--- config.mk ---
export PLATFORM = sky130hd
export DESIGN_NAME = pipeline_stage_reg_flat
export DESIGN_NICKNAME = d
export VERILOG_FILES = /design/src/rtl/pipeline_stage_reg_if.sv /design/src/rtl/pipeline_stage_reg.sv /design/src/flat_wrapper.sv
export SDC_FILE = /design/constraint.sdc
export NUM_CORES = 1
export LEC_CHECK = 0
export CORE_ASPECT_RATIO = 0.75
export CORE_MARGIN = 8
export CORE_UTILIZATION = 45
export CTS_CLUSTER_DIAMETER = 100
export DETAILED_ROUTE_END_ITERATION = 7
export PLACE_DENSITY = 0.73
export RECOVER_POWER = 50
export SYNTH_ARGS = -nofsm -noshare
export SYNTH_HDL_FRONTEND = slang
export SYNTH_SLANG_ARGS = --single-unit
export TNS_END_PERCENT = 10
--- constraint.sdc ---
create_clock -name clk_i -period 2.2 [get_ports clk_i]
set_input_delay 0.33 -clock clk_i [delete_from_list [all_inputs] [get_ports clk_i]]
set_output_delay 0.33 -clock clk_i [all_outputs]
set_load 0.01 [all_outputs]
--- src/rtl/pipeline_stage_reg_if.sv ---
// rtl/pipeline_stage_reg_if.sv - handshake bundle between two pipeline stages
// master drives the upstream side and accepts the downstream head; slave is the register itself.
interface pipeline_stage_reg_if #(
  parameter int DATA_WIDTH = 96,
  parameter int CTRL_WIDTH = 9
);
  logic [DATA_WIDTH-1:0] in_data;
  logic [CTRL_WIDTH-1:0] in_ctrl;
  logic                  in_valid;
  logic                  in_ready;
  logic [DATA_WIDTH-1:0] out_data;
  logic [CTRL_WIDTH-1:0] out_ctrl;
  logic                  out_valid;
  logic                  out_ready;
  logic                  flush;
  logic [1:0]            occupancy;

  modport master (
    output in_data, in_ctrl, in_valid, out_ready, flush,
    input  in_ready, out_data, out_ctrl, out_valid, occupancy
  );

  modport slave (
    input  in_data, in_ctrl, in_valid, out_ready, flush,
    output in_ready, out_data, out_ctrl, out_valid, occupancy
  );
endinterface

--- src/rtl/pipeline_stage_reg.sv ---
// rtl/pipeline_stage_reg.sv - elastic two-entry pipeline register with flush and bubble masking
// Main register drives the outputs; the skid register absorbs one accept while downstream stalls.
module pipeline_stage_reg #(
  parameter int                    DATA_WIDTH     = 96,
  parameter int                    CTRL_WIDTH     = 9,
  parameter logic [CTRL_WIDTH-1:0] CTRL_KILL_MASK = 9'b000100010
) (
  input  logic                clk_i,
  input  logic                rst_ni,
  pipeline_stage_reg_if.slave bus_io
);

  // Encoded so the state value is directly the occupancy count.
  localparam logic [1:0] ST_EMPTY = 2'd0;
  localparam logic [1:0] ST_HALF  = 2'd1;
  localparam logic [1:0] ST_FULL  = 2'd2;

  logic [1:0]            state_q, state_d;
  logic [DATA_WIDTH-1:0] main_data_q, main_data_d;
  logic [CTRL_WIDTH-1:0] main_ctrl_q, main_ctrl_d;
  logic [DATA_WIDTH-1:0] skid_data_q, skid_data_d;
  logic [CTRL_WIDTH-1:0] skid_ctrl_q, skid_ctrl_d;

  logic in_ready;
  logic out_valid;
  logic in_fire;
  logic out_fire;

  assign in_ready  = (state_q != ST_FULL);
  assign out_valid = (state_q != ST_EMPTY);
  assign in_fire   = bus_io.in_valid & in_ready;
  assign out_fire  = out_valid & bus_io.out_ready;

  always_comb begin
    state_d     = state_q;
    main_data_d = main_data_q;
    main_ctrl_d = main_ctrl_q;
    skid_data_d = skid_data_q;
    skid_ctrl_d = skid_ctrl_q;

    if (bus_io.flush) begin
      // Squash everything held or arriving; main keeps its contents so OUT_DATA stays stable.
      state_d = ST_EMPTY;
    end else begin
      case (state_q)
        ST_EMPTY: begin
          if (in_fire) begin
            main_data_d = bus_io.in_data;
            main_ctrl_d = bus_io.in_ctrl;
            state_d     = ST_HALF;
          end
        end
        ST_HALF: begin
          if (in_fire && !out_fire) begin
            skid_data_d = bus_io.in_data;
            skid_ctrl_d = bus_io.in_ctrl;
            state_d     = ST_FULL;
          end else if (in_fire && out_fire) begin
            main_data_d = bus_io.in_data;
            main_ctrl_d = bus_io.in_ctrl;
          end else if (out_fire) begin
            state_d = ST_EMPTY;
          end
        end
        ST_FULL: begin
          if (out_fire) begin
            main_data_d = skid_data_q;
            main_ctrl_d = skid_ctrl_q;
            state_d     = ST_HALF;
          end
        end
        default: begin
          state_d = ST_EMPTY;
        end
      endcase
    end
  end

  always_ff @(posedge clk_i or negedge rst_ni) begin
    if (!rst_ni) begin
      state_q     <= ST_EMPTY;
      main_data_q <= '0;
      main_ctrl_q <= '0;
      skid_data_q <= '0;
      skid_ctrl_q <= '0;
    end else begin
      state_q     <= state_d;
      main_data_q <= main_data_d;
      main_ctrl_q <= main_ctrl_d;
      skid_data_q <= skid_data_d;
      skid_ctrl_q <= skid_ctrl_d;
    end
  end

  // Bubbles must never commit state downstream, so kill-masked bits read zero when empty.
  assign bus_io.out_ctrl  = out_valid ? main_ctrl_q : (main_ctrl_q & ~CTRL_KILL_MASK);
  assign bus_io.out_data  = main_data_q;
  assign bus_io.out_valid = out_valid;
  assign bus_io.in_ready  = in_ready;
  assign bus_io.occupancy = state_q;

endmodule

--- src/flat_wrapper.sv ---
// flat-port wrapper written by rule: the top's interface ports become plain ports
module pipeline_stage_reg_flat 
#(
  parameter int                    DATA_WIDTH     = 96,
  parameter int                    CTRL_WIDTH     = 9,
  parameter logic [CTRL_WIDTH-1:0] CTRL_KILL_MASK = 9'b000100010
)
  (clk_i, rst_ni, bus_io_in_data, bus_io_in_ctrl, bus_io_in_valid, bus_io_out_ready, bus_io_flush, bus_io_in_ready, bus_io_out_data, bus_io_out_ctrl, bus_io_out_valid, bus_io_occupancy);
  pipeline_stage_reg_if #(.DATA_WIDTH(DATA_WIDTH), .CTRL_WIDTH(CTRL_WIDTH)) bus_io_i ();
  input  logic clk_i;
  input  logic rst_ni;
  input wire logic [$bits(bus_io_i.in_data)-1:0] bus_io_in_data;
  input wire logic [$bits(bus_io_i.in_ctrl)-1:0] bus_io_in_ctrl;
  input wire logic [$bits(bus_io_i.in_valid)-1:0] bus_io_in_valid;
  input wire logic [$bits(bus_io_i.out_ready)-1:0] bus_io_out_ready;
  input wire logic [$bits(bus_io_i.flush)-1:0] bus_io_flush;
  output wire logic [$bits(bus_io_i.in_ready)-1:0] bus_io_in_ready;
  output wire logic [$bits(bus_io_i.out_data)-1:0] bus_io_out_data;
  output wire logic [$bits(bus_io_i.out_ctrl)-1:0] bus_io_out_ctrl;
  output wire logic [$bits(bus_io_i.out_valid)-1:0] bus_io_out_valid;
  output wire logic [$bits(bus_io_i.occupancy)-1:0] bus_io_occupancy;
  assign bus_io_i.in_data = bus_io_in_data;
  assign bus_io_i.in_ctrl = bus_io_in_ctrl;
  assign bus_io_i.in_valid = bus_io_in_valid;
  assign bus_io_i.out_ready = bus_io_out_ready;
  assign bus_io_i.flush = bus_io_flush;
  assign bus_io_in_ready = bus_io_i.in_ready;
  assign bus_io_out_data = bus_io_i.out_data;
  assign bus_io_out_ctrl = bus_io_i.out_ctrl;
  assign bus_io_out_valid = bus_io_i.out_valid;
  assign bus_io_occupancy = bus_io_i.occupancy;
  pipeline_stage_reg #(.DATA_WIDTH(DATA_WIDTH), .CTRL_WIDTH(CTRL_WIDTH), .CTRL_KILL_MASK(CTRL_KILL_MASK)) u_core (.clk_i(clk_i), .rst_ni(rst_ni), .bus_io(bus_io_i));
endmodule
# --- Word-level counts from Yosys, hierarchy flattened ---
# Cells that the tools add are included.
op_classes:
  bitwise: 3
  mux: 18
  eq_ne: 11
  reduce_logical: 9
ops:
  columns: ["operator", "count"]
  rows:
  - ["96-bit two-way mux", 4]
  - ["96-bit one-hot mux with 3 select lines", 1]
  - ["9-bit two-way mux", 4]
  - ["9-bit one-hot mux with 3 select lines", 1]
  - ["2-bit two-way mux", 6]
  - ["6-bit two-way mux", 1]
  - ["2-bit by 1-bit inequality test with 1-bit output, second input constant", 3]
  - ["3-bit by 2-bit inequality test with 1-bit output, second input constant", 2]
  - ["2-bit one-hot mux with 3 select lines", 1]
  - ["6-bit AND reduction", 1]
  - ["2-bit inequality test, second input constant", 2]
  - ["4-bit by 2-bit inequality test with 1-bit output, second input constant", 1]
  - ["4-bit by 3-bit inequality test with 1-bit output, second input constant", 1]
  - ["4-bit AND reduction", 1]
  - ["3-bit AND reduction", 1]
  - ["3-bit nonzero test", 1]
  - ["1-bit bitwise AND", 2]
  - ["2-bit by 1-bit equality test with 1-bit output, second input constant", 1]
  - ["2-bit equality test, second input constant", 1]
  - ["1-bit logical AND", 2]
  - ["2-bit zero test", 1]
  - ["2-bit nonzero test", 1]
  - ["1-bit zero test", 1]
  - ["1-bit inverter", 1]
totals:
  in_bits: 110
  ff_bits: 212

# --- Logic depth before layout (Yosys ltp) ---
depth:
  ltp_word: 7
  ltp_mapped: 7
  ltp_nobuf: 4

# --- Worst setup path after synthesis ---
# Ideal clock, no wire load.
synth_timing:
  path_type: "flip-flop to flip-flop"
  startpoint: "register u_core.state_q[0], in the netlist u_core.bus_io.occupancy[0]"
  endpoint: "register u_core.main_data_q[10], in the netlist u_core.bus_io.out_data[10]"
  synth_period_minus_slack_ns: 1.807
  arrival_time_ns: 1.682
  stages_incl_launch_ff: 6
  required_time_ns: 2.075
  setup_time_ns: 0.125
  slack_ns: 0.393
  path_cell_list: "dfrtp_1 > nor2b_1 > buf_6 > clkbuf_1 > mux2_2 > mux2_2"
synth_via:
  elab_chain_cells: 6
  word_cells_on_any_way: 17
  classes_between: "eq/ne (7); mux (1); bitwise (2); reduce/logical (7)"
synth_lines:
  columns: ["item", "line", "source"]
  rows:
  - ["start: declaration", "pipeline_stage_reg.sv:18", "logic [1:0] state_q, state_d;"]
  - ["start signal: assignment", "pipeline_stage_reg.sv:87", "state_q <= state_d;"]
  - ["2-bit nonzero test", "pipeline_stage_reg.sv:30", "assign out_valid = (state_q != ST_EMPTY);"]
  - ["1-bit bitwise AND", "pipeline_stage_reg.sv:32", "assign out_fire = out_valid & bus_io.out_ready;"]
  - ["1-bit zero test", "pipeline_stage_reg.sv:54", "if (in_fire && !out_fire) begin"]
  - ["1-bit logical AND", "pipeline_stage_reg.sv:54", null]
  - ["2-bit inequality test (no line)", null, null]
  - ["6-bit AND reduction (no line)", null, null]
  - ["end signal: assignment", "pipeline_stage_reg.sv:88", "main_data_q <= main_data_d;"]
  - ["end: declaration", "pipeline_stage_reg.sv:19", "logic [DATA_WIDTH-1:0] main_data_q, main_data_d;"]
# Several ways; a longest one is shown, not always the timed one.
# A chain may end at the register's enable or synchronous reset.

# --- Worst setup path in the final report ---
layout_timing:
  startpoint: "register u_core.state_q[0], in the netlist u_core.bus_io.occupancy[0]"
  endpoint: "output bus_io_out_valid"
layout_via:
  elab_chain_cells: 1
layout_lines:
  columns: ["item", "line", "source"]
  rows:
  - ["2-bit nonzero test", "pipeline_stage_reg.sv:30", null]
  - ["end: declaration", "flat_wrapper.sv:20", "output wire logic [$bits(bus_io_i.out_valid)-1:0] bus_io_out_valid;"]
# No other way between the ends.

==> results.cfg <==
[status]
status = finished clean

[timing]
finClkSkew_ns = 0.00569
period_needed_ns = 2.09
hold_viol_final = 0
finalSetupViolCount = 0
rsz0062_at_grt = false
max_slew_margin_pct = 8.96
tightest_slew_ns = 1.37
slew_violations = 0
min_period_over_period_pct = 95.1
fmax_ghz = 0.478
fin_setup_tns_ns = 0

[route]
wl_um = 22400
first_pass_iters = 4
ant_nets = 0
drt_iter0_drc = 304
routedWlPerCell_um = 20.1
via_count = 5676
drc_errors = 0
viasPerCell = 5.10

[critical_path]
crit_path_max_incr_delay_ns = 0.50
crit_type = reg2out
reg2reg_slack_ns = 0.22
worst-r2r-cell-count = 5
critPathMaxFanout = 3
critical_path.top_delay_family = buffers and inverters
critPathSlowestCell = clkdlybuf4s50_1
arrival_ns = 1.76
path_buf_inv = 1
worstSetupEndpointType = output pin
worstPathRequired_ns = 1.87
crit_chain = or2_2 -> clkdlybuf4s50_1
r2r_start = u_core.bus_io.occupancy[1]
r2r-end = u_core.skid_data_q[44]
start_kind = register

[logic_synthesis]
post_synth_inst_count = 585
syn_area_um2 = 9420
synthesis.nets = 695
yosysUniqueCellTypes = 21
seq_area_frac_synth_pct = 56.3
yosys_warnings = 0
synth-seq-cells = 212
avgSynthCellArea_um2 = 16.1

[global_route]
track_usage_pct = 17.3
grt_max_degree = 52
grt_pass1_vias = 6402
gr-total-overflow = 0
antenna_found_initial = 0
grt_pass1_wl_um = 36200

[die]
ios = 219
die_w_um = 183
die_area_um2 = 25900
rows = 45
core_area_um2 = 20400
die_h_um = 141
start_util_pct = 46.2

[pwr]
peakVddDrop_uv = 578
power_density_nw_per_um2 = 931
cellLeakagePower_nw = 5.46

[placed_design]
dp_hpwl_um = 15800
numPortBuffers = 218
place_inst = 1072
gp_congestion = 0.780

[min_path]
hold_end = u_core.skid_data_q[24]
hold_path_depth = 2
hp-class = in2reg
min_from = bus_io_in_data[24]

[layout]
layout.cells.non_filler = 1114
nets = 928
nFillCells = 1479
antenna_cells = 0
fin_util_pct = 63.0
drive_gt1_share_pct = 46.2
areaGrowthSynthToFinish_pct = 36.3

[clocking]
cts_max_level = 1
clockRootBuffer = clkbuf_16
cts.sinks = 212
clk_pin_slew_ns = 0.06
cts_tree = built
cts_buffers = 23
clock_path_buffers = 3
clkLatencyLatePin_ns = 0.50

[run]
maxCapViolCount = 0
## stage by stage
stage	hold WS, ns	total power, mW	cell area [um2]	setup slack [ns]
finish	0.469	12.0	12800	0.108
global route	0.469	12.6	12800	0.0462
CTS	0.375	12.1	12900	0.0839
detailed placement	0.329	8.28	12100	0.00616
global placement	0.323	8.13	12100	0.0400
floorplan	0.0344	6.74	9420	0.393
## synthesized netlist by cell type, drive strengths merged
| master | instances | area [um2] |
|---|---|---|
| mux2 | 315 | 3730 |
| dfrtp | 212 | 5310 |
| buf | 35 | 243 |
| clkbuf | 6 | 22.5 |
| nor2 | 3 | 11.3 |
| a21oi | 2 | 21.3 |
| and2 | 2 | 12.5 |
| and2b | 1 | 7.51 |
| inv | 1 | 3.75 |
| mux2i | 1 | 10.0 |
| nand2b | 1 | 6.26 |
| nand3 | 1 | 5.00 |
| nor2b | 1 | 6.26 |
| nor3 | 1 | 5.00 |
| o21a | 1 | 7.51 |
| o21ai | 1 | 8.76 |
| or2 | 1 | 6.26 |
## worst max path at each step
stage	from	endpoint	slack, ns	cells after the start
2_1_floorplan	u_core.bus_io.occupancy[0]	u_core.bus_io.out_data[10]	0.39	5
3_3_place_gp	bus_io_in_valid	u_core.bus_io.out_data[49]	0.04	6
3_5_place_dp	bus_io_in_valid	u_core.bus_io.out_data[28]	0.006	6
4_1_cts	u_core.bus_io.occupancy[0]	bus_io_out_valid	0.08	2
5_1_grt	rst_ni	u_core.bus_io.out_data[18]	0.05	3
6_report	u_core.bus_io.occupancy[0]	bus_io_out_valid	0.11	2
## registers in the layout, summed over array words and instances (netlist names)
name	flops
u_core.bus_io.out_data	96
u_core.skid_data_q	96
u_core.main_ctrl_q	9
u_core.skid_ctrl_q	9
u_core.bus_io.occupancy	2
## cell families after synthesis
kind of cell	Yosys count	synth area share, %
AND/OR/NAND/NOR	11	0.638
AO/OA/AOI/OAI	4	0.399
buffers and inverters	42	2.86
multiplexers	316	39.8
flip-flops	212	56.3
## what timing repair did
| item | CTS | global route |
|---|---|---|
| buffers inserted | 1 | 0 |
| gates resized for setup | 3 | 0 |
| endpoints found under the setup margin | 3 | 0 |
| endpoints found under the hold margin | 44 | 0 |
| hold buffers | 1 | 0 |
## layout make-up
| type | count | area [um2] | share of cell area, % |
|---|---|---|---|
| clock buffer | 36 | 704 | 5.49 |
| clock inverter | 3 | 43.8 | 0.341 |
| inverter | 1 | 3.75 | 0.0292 |
| multi-input combinational | 331 | 3850 | 30.0 |
| sequential | 212 | 5310 | 41.3 |
| tap | 282 | 353 | 2.75 |
| timing repair buffer | 249 | 2570 | 20.0 |
## cell usage in the layout (no fill, tap or decap), types with 2 or more instances in the layout
cell type,instances
clkbuf_1,6
buf_12,12
buf_2,2
clkbuf_2,5
dlygate4sd2_1,3
dfrtp_1,212
clkdlybuf4s50_1,214
buf_4,8
clkbuf_8,8
and2_1,2
nor2_1,3
mux2_4,50
mux2_2,265
clkbuf_16,23
## power by group
| group | total, mW | leakage [nW] | internal [mW] | switching [mW] |
|---|---|---|---|---|
| registers | 5.38 | 2.55 | 4.85 | 0.523 |
| logic | 2.80 | 2.55 | 1.85 | 0.948 |
| clock network | 3.77 | 0.369 | 2.30 | 1.47 |
## metal layers
| metal | vias to the layer above | GRT usage [%] | share of wire [%] |
|---|---|---|---|
| met5 | - | 0 | 0 |
| met1 | 2907 | 23.4 | 45 |
| met4 | 0 | 3.50 | 1.8 |
| li1 | 2558 | - | - |
| met3 | 30 | 5.31 | 7.6 |
| met2 | 181 | 27.3 | 45 |
(Power assumes the default switching activity.)
